===== src/rtl/mux4_rr_merge_pkg.sv =====
// Shared constants for the 4-channel merge/demux family.
package mux4_rr_merge_pkg;

  localparam int unsigned NUM_CH = 4;
  localparam int unsigned IDX_W  = 2;

  // Channel indices; encoding matches the demux select {sel0,sel1}.
  localparam logic [IDX_W-1:0] CH_A = 2'd0;
  localparam logic [IDX_W-1:0] CH_B = 2'd1;
  localparam logic [IDX_W-1:0] CH_C = 2'd2;
  localparam logic [IDX_W-1:0] CH_D = 2'd3;

endpackage


===== src/rtl/mux4_rr_merge_rr_arbiter4.sv =====
// Combinational rotating-priority picker: the search starts at ptr and wraps mod 4.
module rr_arbiter4
  import mux4_rr_merge_pkg::*;
(
  input  logic [NUM_CH-1:0] request,
  input  logic [IDX_W-1:0]  ptr,
  output logic [NUM_CH-1:0] grant,
  output logic [IDX_W-1:0]  g,
  output logic              any
);

  logic [IDX_W-1:0] w_idx;

  // First requester found walking ptr, ptr+1, ptr+2, ptr+3 wins.
  always_comb begin
    grant = '0;
    g     = ptr;
    any   = 1'b0;
    w_idx = ptr;
    for (int k = 0; k < NUM_CH; k++) begin
      w_idx = ptr + IDX_W'(k);
      if (!any && request[w_idx]) begin
        any = 1'b1;
        g   = w_idx;
      end
    end
    if (any) grant[g] = 1'b1;
  end

endmodule


===== src/rtl/mux4_rr_merge.sv =====
// Four-channel round-robin merge into a single registered output stage.
module mux4_rr_merge
  import mux4_rr_merge_pkg::*;
#(
  parameter int unsigned W = 8
) (
  input  logic                clk,
  input  logic                reset,
  input  logic [NUM_CH-1:0]   in_valid,
  input  logic [NUM_CH*W-1:0] in_data,
  output logic [NUM_CH-1:0]   in_ready,
  output logic                out_valid,
  input  logic                out_ready,
  output logic [W-1:0]        out_data,
  output logic [IDX_W-1:0]    out_sel
);

  logic                r_valid;
  logic [W-1:0]        r_data;
  logic [IDX_W-1:0]    r_sel;
  logic [IDX_W-1:0]    r_ptr;

  logic                w_load_en;
  logic [NUM_CH-1:0]   w_grant;
  logic [IDX_W-1:0]    w_g;
  logic                w_any;
  logic [W-1:0]        w_data_sel;

  rr_arbiter4 u_arb (
    .request (in_valid),
    .ptr     (r_ptr),
    .grant   (w_grant),
    .g       (w_g),
    .any     (w_any)
  );

  // Register can take a word when empty or being drained this cycle.
  assign w_load_en = !r_valid || out_ready;

  // Accept strobe is suppressed during reset so no transfer is reported then.
  assign in_ready = (w_load_en && !reset) ? w_grant : '0;

  // Select the granted channel's data slice.
  always_comb begin
    w_data_sel = '0;
    for (int i = 0; i < NUM_CH; i++) begin
      if (w_g == IDX_W'(i)) w_data_sel = in_data[i*W +: W];
    end
  end

  // Output register and round-robin pointer update.
  always_ff @(posedge clk or posedge reset) begin
    if (reset) begin
      r_valid <= 1'b0;
      r_data  <= '0;
      r_sel   <= CH_A;
      r_ptr   <= CH_A;
    end else if (w_load_en) begin
      if (w_any) begin
        r_valid <= 1'b1;
        r_data  <= w_data_sel;
        r_sel   <= w_g;
        r_ptr   <= w_g + 2'd1;
      end else begin
        r_valid <= 1'b0;
      end
    end
  end

  assign out_valid = r_valid;
  assign out_data  = r_data;
  assign out_sel   = r_sel;

endmodule


===== config.mk =====
export PLATFORM = sky130hd
export DESIGN_NAME = mux4_rr_merge
export DESIGN_NICKNAME = d
export VERILOG_FILES = /design/src/rtl/mux4_rr_merge_pkg.sv /design/src/rtl/mux4_rr_merge_rr_arbiter4.sv /design/src/rtl/mux4_rr_merge.sv
export SDC_FILE = /design/constraint.sdc
export NUM_CORES = 1
export LEC_CHECK = 0
export ABC_AREA = 1
export CAP_MARGIN = 0
export CORE_AREA = 3 3 57 59
export CTS_CLUSTER_SIZE = 12
export DETAILED_ROUTE_END_ITERATION = 8
export DIE_AREA = 0 0 60 62
export HOLD_SLACK_MARGIN = 0.1
export MAX_ROUTING_LAYER = met4
export PLACE_DENSITY_LB_ADDON = 0.08
export SLEW_MARGIN = 10
export SYNTH_ARGS = -nofsm -noshare
export SYNTH_HDL_FRONTEND = slang
export SYNTH_SLANG_ARGS = --single-unit

===== constraint.sdc =====
create_clock -name clk -period 3.7 [get_ports clk]
set_input_delay 0.925 -clock clk [delete_from_list [all_inputs] [get_ports clk]]
set_output_delay 0.925 -clock clk [all_outputs]
set_load 0.01 [all_outputs]

* Word-level counts from Yosys, hierarchy flattened *
Index checks and enable logic that the tools add are counted.

word-level totals
  output and inout port bits = 15
  bits of input ports = 39
  flip-flop bits (word level) = 13

cells by class
  muxes and demuxes = 24
  reductions and logical operators = 13
  order comparisons = 6
  $add $sub $neg = 4
  equality and inequality tests = 3

operators with widths
  cell                 count
  $mux 8               4
  $lt 2x3->1 const B   5
  $mux 1               10
  $bmux 1 s2           4
  $mux 4               2
  $mux 2               3
  $logic_and 1x1->1    5
  $logic_not 1->1      5
  $add 2x1->2 const B  2
  $add 2x2->2 const B  2
  $eq 2x2->1 const B   2
  $demux 1 s2          1
  $eq 2x1->1 const B   1
  $ge 2x1->1 const B   1
  $logic_not 2->1      1
  $reduce_and 2->1     1
  $logic_or 1x1->1     1

* Depth between registers and ports, before layout *
Gate-level depths: netlist (run 1).

  depth in word-level cells = 18
  mapped depth = 20

* Hierarchy *
From an unflattened synthesis (run 1), not the netlist that was laid out.

unflattened totals
  cell total of the unflattened synthesis = 235
  area total of the unflattened synthesis = 1,430.1 um2

by module, submodules not included
  module         seq. area each (um2)  cells each  times used  area each (um2)
  mux4_rr_merge  325.3                 148         1           940.9
  rr_arbiter4    0.0                   87          1           489.2

* Least setup slack after synthesis (run 1) *
OpenSTA, ideal clock, no wires.

  path type = input-to-output
  start point = input in_valid[3]
  end point = output in_ready[3]
  cell stages on the path = 14
  arrival = 2,685 ps
  required time = 2,775 ps
  path slack = 90 ps
  cells stage by stage = nand2_1 -> nand3_1 -> nand2_1 -> nand3_1 -> nand2_1 -> nand2_1 -> nand3_1 -> nand2_1 -> inv_1 -> ha_1 -> clkbuf_1 -> clkbuf_1 -> inv_1 -> nor3_1

on the way
  word-level cells in the longest chain between the ends = 18

RTL lines
  what                                                                   line                             RTL
  start: declaration                                                     mux4_rr_merge.sv:9               input logic [NUM_CH-1:0] in_valid,
  $bmux 1 s2                                                             mux4_rr_merge_rr_arbiter4.sv:22  if (!any && request[w_idx]) begin
  $mux 1 (not written as such)                                           mux4_rr_merge_rr_arbiter4.sv:22
  $mux 1                                                                 mux4_rr_merge_rr_arbiter4.sv:22
  $logic_not 1->1                                                        mux4_rr_merge_rr_arbiter4.sv:22
  $logic_and 1x1->1                                                      mux4_rr_merge_rr_arbiter4.sv:22
  $mux 1                                                                 mux4_rr_merge_rr_arbiter4.sv:22
  $logic_not 1->1                                                        mux4_rr_merge_rr_arbiter4.sv:22
  $logic_and 1x1->1                                                      mux4_rr_merge_rr_arbiter4.sv:22
  [3 not listed]                                                         n/a
  $mux 2 (*)                                                             mux4_rr_merge_rr_arbiter4.sv:22
  net u_arb.g[1]                                                         mux4_rr_merge_rr_arbiter4.sv:8   output logic [IDX_W-1:0] g,
  $lt 2x3->1 (not written as such) / $ge 2x1->1 (equally long branches)  mux4_rr_merge_rr_arbiter4.sv:27  if (any) grant[g] = 1'b1;
  $logic_and 1x1->1 (not written as such)                                mux4_rr_merge_rr_arbiter4.sv:27
  $mux 1 (not written as such)                                           mux4_rr_merge_rr_arbiter4.sv:27
  $demux 1 s2 (*)                                                        n/a
  $mux 4 (*)                                                             mux4_rr_merge_rr_arbiter4.sv:27
  $mux 4 (*)                                                             mux4_rr_merge.sv:41              assign in_ready = (w_load_en && !reset) ? w_grant : '0;
  end: declaration                                                       mux4_rr_merge.sv:11              output logic [NUM_CH-1:0] in_ready,

Mark *: on every way through the listed nets, which the timed path passes. The rest lies on a longest branch. The select of a mux whose other input is x is not followed.

* Final worst setup path (run 1) *
  start point = input in_valid[3]
  end point = output in_ready[0]

on the way
  word-level cells in the longest chain between the ends = 18

RTL lines
  what                                                                   line
  $bmux 1 s2                                                             mux4_rr_merge_rr_arbiter4.sv:22
  $mux 1 (not written as such)                                           mux4_rr_merge_rr_arbiter4.sv:22
  $mux 1                                                                 mux4_rr_merge_rr_arbiter4.sv:22
  $logic_not 1->1                                                        mux4_rr_merge_rr_arbiter4.sv:22
  $logic_and 1x1->1                                                      mux4_rr_merge_rr_arbiter4.sv:22
  $mux 1                                                                 mux4_rr_merge_rr_arbiter4.sv:22
  $logic_not 1->1                                                        mux4_rr_merge_rr_arbiter4.sv:22
  $logic_and 1x1->1                                                      mux4_rr_merge_rr_arbiter4.sv:22
  [2 not listed]                                                         n/a
  $logic_and 1x1->1                                                      mux4_rr_merge_rr_arbiter4.sv:22
  $mux 2                                                                 mux4_rr_merge_rr_arbiter4.sv:22
  $lt 2x3->1 (not written as such) / $ge 2x1->1 (equally long branches)  mux4_rr_merge_rr_arbiter4.sv:27
  $logic_and 1x1->1 (not written as such)                                mux4_rr_merge_rr_arbiter4.sv:27
  $mux 1 (not written as such)                                           mux4_rr_merge_rr_arbiter4.sv:27
  $demux 1 s2                                                            n/a
  $mux 4 (*)                                                             mux4_rr_merge_rr_arbiter4.sv:27
  $mux 4 (*)                                                             mux4_rr_merge.sv:41

Mark *: on every way between the ends. The rest lies on a longest branch, timed or not. The select of a mux whose other input is x is not followed.

==> results of run 1 <==
-- area by class of cell --
type	instances	area, sq um	area share
Inverter	17	63.81	0.03453
Sequential cell	13	325.3	0.1760
Tap cell	31	38.79	0.02099
Clock buffer	4	26.28	0.01422
Timing Repair Buffer	68	625.6	0.3385
Multi-Input combinational cell	150	768.2	0.4157
-- cell usage in the layout, fill, tap and decap left out, types with 4 or more instances in the layout --
cell	netlist	routed
nand3_2	1	4
nand2_1	96	88
dfrtp_1	13	13
buf_4	1	15
inv_2	3	6
a21oi_1	8	8
inv_1	14	11
buf_2	0	4
nand2_2	4	10
clkdlybuf4s50_1	0	45
o21ai_0	18	18
-- worst max-delay path, cell delays in order --
cell and delay [ns]:
dlygate4sd2_1 0.26, nand2_1 0.09, nand3_1 0.13, nand2_4 0.15
nand3_4 0.08, nor2_1 0.13, nand2_1 0.11, nand2_2 0.11
ha_1 0.14, inv_1 0.05, nor3_1 0.19, buf_2 0.16
-- metal layers --
layer,GRT usage,routed length (microns),vias to the layer above
met5,-,0,-
met4,0.05696,34,0
met3,0.01240,192,4
met2,0.3164,1541,45
met1,0.2337,1422,591
li1,-,-,712
-- cell families (layout without fill, tap and decap cells) --
group,Yosys count,count (layout),share of synthesized area
AO/OA/AOI/OAI,28,28,0.1298
AND/OR/NAND/NOR,118,118,0.4444
buffers and inverters,24,89,0.09571
adder cells (fa/ha/maj),4,4,0.04401
flip-flops,13,13,0.2860
-- Yosys cell counts --
master and n:
dfrtp_1 13, ha_1 4, clkbuf_1 4, nand3_1 6
inv_2 3, nor2_4 2, nand3_2 1, a21oi_1 8
nand3_4 1, buf_6 2, o21ai_0 18, nor3_1 3
nand2_1 96, inv_1 14, buf_4 1, nor2_1 3
nand4_1 1, nand2_2 4, nor3b_1 1, o21ai_2 2
-- sequential cells by signal, indices dropped and copies added (netlist names) --
register	flops
out_data	8
r_ptr	2
out_valid	1
out_sel	2
-- path summary, 6_finish.rpt --
path | from | to | slack, ns | cells after the start
hold reg to reg | out_data[4]$_DFFE_PP0P_ | out_data[4]$_DFFE_PP0P_ | 0.47 | 2
max in group asynchronous | reset | out_data[4]$_DFFE_PP0P_ | 2.57 | 3
setup / recovery | in_valid[3] | in_ready[0] | 0.25 | 12
min in group asynchronous | reset | out_valid$_DFFE_PP0N_ | 0.98 | 3
setup reg to reg | r_ptr[0]$_DFFE_PP0P_ | out_data[4]$_DFFE_PP0P_ | 1.02 | 20
hold / removal | out_data[4]$_DFFE_PP0P_ | out_data[4]$_DFFE_PP0P_ | 0.47 | 2
-- power groups by stage --
stage,Combinational [mW],Sequential [mW],Clock (mW)
2_1_floorplan,0.885,0.277,0
3_3_place_gp,1.38,0.260,0
3_5_place_dp,1.42,0.260,0
4_1_cts,1.44,0.258,0.0860
5_1_grt,1.71,0.267,0.0942
6_report,1.50,0.258,0.0839
-- what timing repair did --
action / 4_1_cts / 5_1_grt
buffers inserted: 0 / 1
gates resized for setup: 27 / 14
pin swaps: 1 / 6
endpoints found under the setup margin: 4 / 4
==> impl_metrics.json, run 1 <==
{
  "outcome": "finished clean",
  "crit_type": "in2out",
  "vias": 1352,
  "fin_util": 0.6701,
  "areaGrowthSynthToFinish_pct": 62.49,
  "initial_utilization": 0.4124,
  "maxCapViolCount": 0,
  "whs_ns": 0.4699,
  "drive_above_1_share": 0.2143,
  "fin_area_sq_um": 1848,
  "pwr-share-clk": 0.046,
  "yosys-top-cells-area": "nand2_1 32%, dfrtp_1 29%, o21ai_0 7.9%, inv_1 4.6%, ha_1 4.4%",
  "fillers": 268,
  "p_switching_mw": 0.9329,
  "cts_inserted_buffers": 3,
  "postCtsHoldBufs": 0,
  "wl_per_cell_microns": 11.27,
  "min_period_over_period": 0.9321,
  "combPwrFrac": 0.814,
  "globalRoute.totalOverflow": 0,
  "worstMarginPinSlew_ns": 0.3298,
  "io_buffers": 53,
  "synth_area_sq_um": 1137,
  "syn_inst": 187,
  "core-area_sq_um": 2758,
  "setup_tns_ns": 0,
  "ys_seq_area_frac": 0.2860,
  "dp_worst_setup_slack_ns": -0.5538,
  "dp_hpwl_mm": 2.657,
  "antennaDiodeCount": 0,
  "dr.pass1.iters": 4,
  "synth_top_area_share": 0.3168,
  "grt_pass1_vias": 1246,
  "grt.total_usage": 0.1849,
  "power_mw": 1.842,
  "period_needed_ns": 3.449,
  "drv_slew": 0,
  "num_rows": 19,
  "die_area_sq_um": 3720,
  "io_pins": 54,
  "nets": 296,
  "insertion_delay_ns": 0.27,
  "layout.cells.non_filler": 283,
  "grt_pass1_wl_mm": 5.126,
  "tritoncts": "done",
  "cts_sinks": 13,
  "finalSetupViolations": 0,
  "hold_class": "reg2reg",
  "finalHoldViolCount": 0,
  "worstPathArrival_ns": 2.52,
  "synth_top_cell_by_area": "nand2_1",
  "cp_max_fo": 5,
  "cts_max_level": 1,
  "place_inst": 278,
  "finalWirelength_mm": 3.190,
  "placed_area_sq_um": 1767,
  "grt_max_degree": 17,
  "p_seq_frac": 0.140,
  "synth_cell_types": 20,
  "antenna_found_initial": 0,
  "critPathCaptureType": "output port",
  "drc": 0,
  "vias_per_cell": 4.777,
  "cp.required_ns": 2.77,
  "start_kind": "primary input",
  "ys_warn_count": 0,
  "clkSlewWorstSetupHoldPaths_ns": 0.07,
  "synth_nets": 230,
  "place_congestion": 0.9354,
  "die_w_microns": 60,
  "switching_share": 0.5064,
  "dr.first_iter.drc_count": 38,
  "p_leak_nw": 0.9402,
  "slew_headroom": 0.7796,
  "irDropWorstVdd_mv": 0.7020,
  "ys_seq_elements": 13,
  "fin_ws_ns": 0.2513,
  "powerDensity_nw_per_um2": 996.8,
  "max_freq_mhz": 290.0,
  "p_int_mw": 0.9093,
  "grt_setup_unrepaired": "false",
  "syn_avg_cell_area_sq_um": 6.082,
  "cts_buffer_depth": 2,
  "fp.dieH_microns": 62,
  "finalClockSkew_ns": 0.0007601,
  "cts-root-buf": "clkbuf_4",
  "postRouteAntennaNets": 0
}
Note: power is estimated with default switching activity, not from simulation.
==> inputs of run 2 (changes only) <==
- GPL_TIMING_DRIVEN: unset -> 0
==> impl_metrics.json, run 2 (synthesis results as in run 1) <==
{
  "die_area_sq_um": 3720,
  "cts_max_level": 1,
  "antenna_found_initial": 0,
  "outcome": "finished clean",
  "dr.pass1.iters": 5,
  "finalSetupViolations": 0,
  "io_buffers": 53,
  "hold_class": "reg2reg",
  "cp_max_fo": 10,
  "dp_worst_setup_slack_ns": -1.102,
  "initial_utilization": 0.4124,
  "finalHoldViolCount": 0,
  "placed_area_sq_um": 1707,
  "p_seq_frac": 0.129,
  "grt_pass1_vias": 1147,
  "dr.first_iter.drc_count": 46,
  "tritoncts": "done",
  "finalWirelength_mm": 3.200,
  "r2r_start": "r_ptr[1]$_DFFE_PP0P_",
  "holdPathEnd": "out_data[5]$_DFFE_PP0P_",
  "critical_path.startpoint": "in_valid[1]",
  "worstRegToRegCells": 19,
  "finalClockSkew_ns": 0.001142,
  "grt_max_degree": 15,
  "hp-start": "out_data[5]$_DFFE_PP0P_",
  "critPathCaptureType": "output port",
  "worstPathArrival_ns": 2.65,
  "most-common-layout-cells": "85 x nand2_1, 45 x clkdlybuf4s50_1, 18 x o21ai_0",
  "largest_register_ffs": 8,
  "postCtsHoldBufs": 0,
  "min_period_over_period": 0.9669,
  "period_needed_ns": 3.577,
  "m1WireLength_mm": 1.608,
  "globalRoute.totalOverflow": 0,
  "areaGrowthSynthToFinish_pct": 67.00,
  "antennaDiodeCount": 0,
  "grt_pass1_wl_mm": 5.092,
  "powerDensity_nw_per_um2": 1042,
  "combPwrFrac": 0.828,
  "hold_depth": 2,
  "cts_inserted_buffers": 3,
  "highest_layer": "met4",
  "num_rows": 19,
  "drive_above_1_share": 0.2258,
  "start_kind": "primary input",
  "switching_share": 0.5191,
  "met2_length_mm": 1.394,
  "r2r_slack_ns": 0.79,
  "cp.required_ns": 2.77,
  "worstMarginPinSlew_ns": 0.5515,
  "cts-root-buf": "clkbuf_4",
  "io_pins": 54,
  "place_congestion": 0.7938,
  "wl_per_cell_microns": 11.47,
  "fin_ws_ns": 0.1225,
  "cts_buffer_depth": 2,
  "vias_per_cell": 4.771,
  "fin_area_sq_um": 1899,
  "fp.dieH_microns": 62,
  "pwr-share-clk": 0.043,
  "r2r_end": "out_data[3]$_DFFE_PP0P_",
  "die_w_microns": 60,
  "p_switching_mw": 1.027,
  "insertion_delay_ns": 0.27,
  "core-area_sq_um": 2758,
  "clkSlewWorstSetupHoldPaths_ns": 0.07,
  "drc": 0,
  "irDropWorstVdd_mv": 0.6289,
  "max_freq_mhz": 279.5,
  "cts_sinks": 13,
  "dp_hpwl_mm": 2.341,
  "maxCapViolCount": 0,
  "postRouteAntennaNets": 0,
  "vias": 1331,
  "slew_headroom": 0.6310,
  "drv_slew": 0,
  "crit_type": "in2out",
  "dr_wl_met3_microns": 157,
  "layout_commonest_cell": "nand2_1",
  "grt.total_usage": 0.1825,
  "nets": 292,
  "p_leak_nw": 0.9156,
  "p_int_mw": 0.9516
}
[run 2: layout make-up]
type                    instances  area, sq um
multi-input cells             150        828.3
fillers                       250        858.3
inverters                      17        72.57
well taps                      31        38.79
clock buffers                   4        26.28
repair buffers                 60        564.3
plain buffers                   4        43.79
flip-flops and latches         13        325.3
[run 2: per-layer routing]
metal / up-vias / track usage
met4: 0 / 0.06962
met5: - / -
met2: 44 / 0.2716
met1: 574 / 0.2531
li1: 709 / -
met3: 4 / 0.02066
[run 2: worst max-delay path by stage]
stage / cells after the start / slack (ns) / end
after floorplan: 14 / 0.09 / in_ready[3]
after global routing: 14 / -0.02 / in_ready[3]
after CTS: 15 / 0.12 / in_ready[3]
final: 14 / 0.12 / in_ready[3]
after global placement: 16 / -1.09 / in_ready[3]
after detailed placement: 15 / -1.10 / in_ready[3]
[run 2: timing repair]
action,4_1_cts,5_1_grt
pin swaps,6,9
resized for setup,47,10
setup buffers,5,2
setup endpoints to repair,4,3
[run 2: per-stage QoR]
| step | hold slack (ns) | cells | setup TNS [ns] | power, mW | utilization |
|---|---|---|---|---|---|
| 6_report | 0.4690 | 279 | 0 | 1.979 | 0.6887 |
| 5_1_grt | 0.4946 | 279 | -0.01778 | 2.186 | 0.6887 |
| 4_1_cts | 0.4773 | 277 | 0 | 1.899 | 0.6729 |
| 3_5_place_dp | 0.4581 | 271 | -4.742 | 1.541 | 0.6189 |
| 3_3_place_gp | 0.4543 | 271 | -4.662 | 1.534 | 0.6189 |
| 2_1_floorplan | 0.5060 | 187 | 0 | 1.162 | - |
[run 2: critical path: stages]
cell	delay [ns]
dlygate4sd2_1	0.25
inv_1	0.05
nand2_1	0.07
nand2_2	0.07
o21ai_2	0.20
nand4_1	0.18
nand3_2	0.16
nand2_4	0.09
inv_4	0.08
ha_4	0.14
clkbuf_8	0.14
inv_1	0.05
nor3_2	0.10
buf_2	0.15
[run 2: power groups by stage]
stage / logic (mW) / registers, mW / clock network [mW]
floorplan: 0.885 / 0.277 / 0
global route: 1.83 / 0.264 / 0.0946
CTS: 1.56 / 0.256 / 0.0868
global placement: 1.28 / 0.255 / 0
detailed placement: 1.28 / 0.258 / 0
finish: 1.64 / 0.256 / 0.0843
==> RTL edit 1, RTL diff (flow settings as in run 1) <==
Change the package constant `NUM_CH` from 4 to 3.
--- a/src/rtl/mux4_rr_merge_pkg.sv
+++ b/src/rtl/mux4_rr_merge_pkg.sv
@@ -2,5 +2,5 @@
 package mux4_rr_merge_pkg;
 
-  localparam int unsigned NUM_CH = 4;
+  localparam int unsigned NUM_CH = 3;
   localparam int unsigned IDX_W  = 2;
 
Ports: changed (resized in_data, in_ready and in_valid); port bits go from 54 to 44. The function was not compared with the original's and may differ.
==> RTL edit 1 against run 1 <==
Combinational power fell by 31%; largest power group unchanged; critical path depth unchanged; sequential cell count stayed put; global-route usage is 3.5 points lower; wire length down 20%; sequential power up 5%; critical path type unchanged; synthesized area shrank 16%; cell area fell by 20%; non-clock buffer count fell by 19; worst setup slack got worse by 100 ps; total power down 25%; maximum frequency shrank 2.9%.
==> RTL edit 1: results (changes against run 1) <==
status=complete, no violations; CTS Buffer Depth=2 (unchanged); Hold Path Depth=2 (unchanged); number of nets in the layout=216 (-27%); vias in the first global route=1011 (-19%); fraction of layout cells with a size suffix above 1=0.170 (-0.0440); share of the synthesized area in the top cell type=0.340 (+0.0230); Post-Synthesis Cells=134 (-28%); largest cells by area after synthesis=dfrtp_1, nand2_1, nand3_1; Post-Layout Cell Count=213 (-25%); I/O Buffers=43 (-19%); internal power=0.705 mW (-22%); routability-driven placement congestion ratio=0.894 (-4.4%); P_leak=0.726 nW (-23%); largest net degree at the start of global routing=24 (+7); hold_sp=out_data[5]$_DFFE_PP0P_; GR Util All Layers=0.150 (-0.0350); hpwl dp=2.04 mm (-23%); Post-Route WL=2.55 mm (-20%); Post-synth ARST share=1.00 (unchanged); share of the yosys chip area belonging to registers=0.340 (+0.0538); clk_skew=3.54 ps (+2.78 ps); Worst EP arrival=2630 ps (+110 ps); reg2reg path depth=15 (-25%); Max VDD drop=0.564 mV (-20%); reg-to-reg startpoint=r_ptr[0]$_DFFE_PP0P_; post-synth cell types=16 (-20%); number of flip-flops in the largest register=8 (unchanged); DRT iter0 DRCs=38 (unchanged); antenna cells=0 (unchanged); Placed Cells=209 (-25%); syn_nets=167 (-27%); global-route wire length before repair=4.07 mm (-21%); worst relative slew slack=0.677 (-0.103); H-tree depth=1 (unchanged); top post-synthesis cells by count=nand2_1, nand3_1, dfrtp_1, inv_1; vias per std cell=4.94 (+3.5%); critical path launch point=in_valid[0]; postcts setup bufs=0 (unchanged); CP max FO=4 (-1)
[RTL edit 1: path summary, 6_finish.rpt]
path                                      endpoint  slack (ps)
min in group asynchronous  out_data[4]$_DFFE_PP0P_        1010
hold reg to reg            out_data[5]$_DFFE_PP0P_         490
hold / removal             out_data[5]$_DFFE_PP0P_         490
max in group asynchronous  out_data[1]$_DFFE_PP0P_        2360
setup / recovery                       in_ready[1]         150
setup reg to reg           out_data[2]$_DFFE_PP0P_        1330
[RTL edit 1: layout make-up]
type	count	area, µm²
Multi-Input combinational cell	101	549
Sequential cell	13	325
Inverter	15	56.3
Timing Repair Buffer	49	479
Clock buffer	4	26.3
Fill cell	268	1280
Tap cell	31	38.8
[RTL edit 1: layer usage]
metal  GRT usage  wire length, µm
met1       0.150              984
met2       0.285             1370
met3      0.0434              150
met4      0.0348               42
met5           -                0
[RTL edit 1: critical path: stages]
cell,delay [ps]
clkdlybuf4s50_1,470
inv_1,60
nand2_2,70
nand3_2,80
nand2_2,100
nand3_2,80
nand2_1,170
inv_1,60
ha_1,210
nand3_1,90
inv_1,40
dlygate4sd2_1,270
[RTL edit 1: repair_timing]
item | 4_1_cts | 5_1_grt
resized for setup | 3 | 10
endpoints found under the hold margin | 0 | 0
endpoints found under the setup margin | 3 | 3
pin swaps | 0 | 2
[RTL edit 1: metrics by stage]
step / instance area [µm²] / util / TNS, ps / setup WS (ps) / hold slack [ps]
after floorplan: 957 / - / 0 / 651 / 520
after global placement: 1430 / 0.517 / -379 / -129 / 465
after detailed placement: 1430 / 0.517 / -484 / -165 / 467
after CTS: 1450 / 0.525 / 0 / 65.8 / 486
after global routing: 1480 / 0.535 / -23.1 / -14.1 / 521
final: 1480 / 0.535 / 0 / 147 / 485
[RTL edit 1: cells by family after synthesis]
kind of cell             count (synthesis)  synth area share
AND/OR/NAND/NOR                         78             0.378
AO/OA/AOI/OAI                           20             0.136
buffers and inverters                   20             0.107
flip-flops                              13             0.340
adder cells (fa/ha/maj)                  3            0.0392
[RTL edit 1: power by group through the flow]
| stage | Sequential, mW | Combinational (mW) | Clock (mW) |
|---|---|---|---|
| after floorplan | 0.292 | 0.671 | 0 |
| after global placement | 0.271 | 1.01 | 0 |
| after detailed placement | 0.271 | 1.04 | 0 |
| after CTS | 0.269 | 1.03 | 0.0900 |
| after global routing | 0.283 | 1.15 | 0.101 |
| final | 0.271 | 1.03 | 0.0857 |
==> RTL edit 2, RTL diff (flow settings as in run 1) <==
Without the edit above. Reset style: synchronous (`reset`), changed in one clocked block.
--- a/src/rtl/mux4_rr_merge.sv
+++ b/src/rtl/mux4_rr_merge.sv
@@ -50,5 +50,5 @@
 
   // Output register and round-robin pointer update.
-  always_ff @(posedge clk or posedge reset) begin
+  always_ff @(posedge clk) begin
     if (reset) begin
       r_valid <= 1'b0;
Check against the original RTL: differs if reset is asserted again (counterexample within 4 cycles, from zero or initial values and one cycle with reset high); with reset held inactive, the same outputs for 10 cycles.
==> RTL edit 2 against run 1 <==
Cell count is 2.1% higher; sequential cell count stayed put; sequential power is 2% lower; non-clock buffer count is 4 higher; synthesized area is 1.2% lower; total power is 9.6% higher; synthesized cell count is 2.1% higher; cell area is 3.2% higher; worst setup slack worse by 43 ps; wire length is 12% higher; sequential share of layout area is 4.0 points lower; largest power group unchanged; highest routed layer unchanged.
==> RTL edit 2: results (changes against run 1) <==
status=complete, no violations; met1 Use GR=0.239 (+0.00490); Place WS=-493 ps (+60.4 ps); critical path launch point=in_valid[2]; DRT iter0 DRCs=48 (+26%); vias per std cell=4.79 (+0.24%); CTS root buf=clkbuf_4; I/O Buffers=53 (unchanged); routed vias=1384 (+2.4%); H-tree depth=1 (unchanged); Synth Warn #=0 (unchanged); fraction of layout cells with a size suffix above 1=0.248 (+0.0338); Setup WS post-layout=208 ps (-43.3 ps); Worst-Margin Slew=490 ps (+161 ps); share of the yosys chip area belonging to registers=0.232 (-0.0544); global-route wire length before repair=5.26 mm (+2.7%); crit-path max cell delay=200 ps (-60 ps); post-synth cell types=24 (+20%); syn_nets=234 (+1.7%); Cell Pwr Density=1060 mW/mm² (+6.2%); hpwl dp=2.62 mm (-1.6%); Syn Area/Cell=5.88 µm² (-3.3%); CP max FO=5 (unchanged); Worst R2R Setup Slack=890 ps (-130 ps); Worst EP arrival=2570 ps (+50 ps); CP endpoint=in_ready[3]; vias in the first global route=1250 (+0.32%); largest cells by area after synthesis=dfxtp_1, nand2_1, o21ai_0; number of CTS-inserted buffers=3 (unchanged); GRT met2 Usage=0.323 (+0.00617); M3 GR Usage=0.0103 (-0.00207); Post-synth ARST share=0 (-1.00); first drt pass iteration count=4 (unchanged); DP Area=0.00174 mm² (-1.5%); Setup violations, final=0 (unchanged); Clk Latency, worst-skew pair=270 ps (about the same); Placed Cells=280 (+0.72%); antenna cells=0 (unchanged); P_leak=0.947 nW (+0.67%); sw power=1.03 mW (+11%); routability-driven placement congestion ratio=0.789 (-16%); largest area contributor in the netlist=dfxtp_1; GR Util All Layers=0.191 (+0.00602); Max VDD drop=0.712 mV (+1.4%); Post-Route WL=3.57 mm (+12%); clk_skew=3.02 ps (+2.26 ps); slowest CP cell=a21oi_4; Clk pwr share=0.043 (-0.003); reg-to-reg startpoint=r_ptr[1]$_SDFFE_PP0P_; top post-synthesis cells by count=nand2_1, nor2_1, o21ai_0, nand3_1, dfxtp_1; Comb power frac=0.832 (+0.018); largest net degree at the start of global routing=21 (+4); number of nets in the layout=302 (+2.0%); r2r endpoint=out_data[4]$_SDFFE_PP0P_
-- RTL edit 2: logic make-up (layout without fill, tap and decap cells) --
logic type	after synthesis	after routing	share of synthesized area
simple gates	121	121	0.473
compound gates	30	30	0.150
buf+inv	23	90	0.100
flops	13	13	0.232
fa+ha+maj	4	4	0.0445
-- RTL edit 2: critical path, delay by kind of cell --
family	cells	cell delay, ps
simple gates	8	830
buf+inv	4	460
compound gates	1	200
fa+ha+maj	1	150
-- RTL edit 2: worst min-delay path by stage --
stage	slack, ps	end	cells after the start	start
after CTS	490	out_data[4]$_SDFFE_PP0P_	2	out_data[4]$_SDFFE_PP0P_
final	480	out_data[7]$_SDFFE_PP0P_	2	out_data[7]$_SDFFE_PP0P_
after detailed placement	480	out_data[4]$_SDFFE_PP0P_	2	out_data[4]$_SDFFE_PP0P_
after floorplan	510	out_data[1]$_SDFFE_PP0P_	2	out_data[1]$_SDFFE_PP0P_
after global routing	510	out_data[4]$_SDFFE_PP0P_	2	out_data[4]$_SDFFE_PP0P_
after global placement	460	out_data[6]$_SDFFE_PP0P_	2	out_data[6]$_SDFFE_PP0P_
-- RTL edit 2: what timing repair did --
item	CTS	global route
setup endpoints to repair	4	4
hold buffers	0	0
pin swaps	3	12
buffers inserted	3	2
gates resized for setup	30	19
-- RTL edit 2: layer usage --
metal	wire length, µm	part of all wire
met4	60	0.017
met1	1520	0.43
met5	0	0
met3	191	0.054
met2	1800	0.50
-- RTL edit 2: area by class of cell --
class | count | area, µm²
well taps | 31 | 38.8
inverters | 14 | 55.1
flip-flops and latches | 13 | 260
clock buffers | 4 | 26.3
multi-input cells | 155 | 861
repair buffers | 72 | 667
fillers | 241 | 850
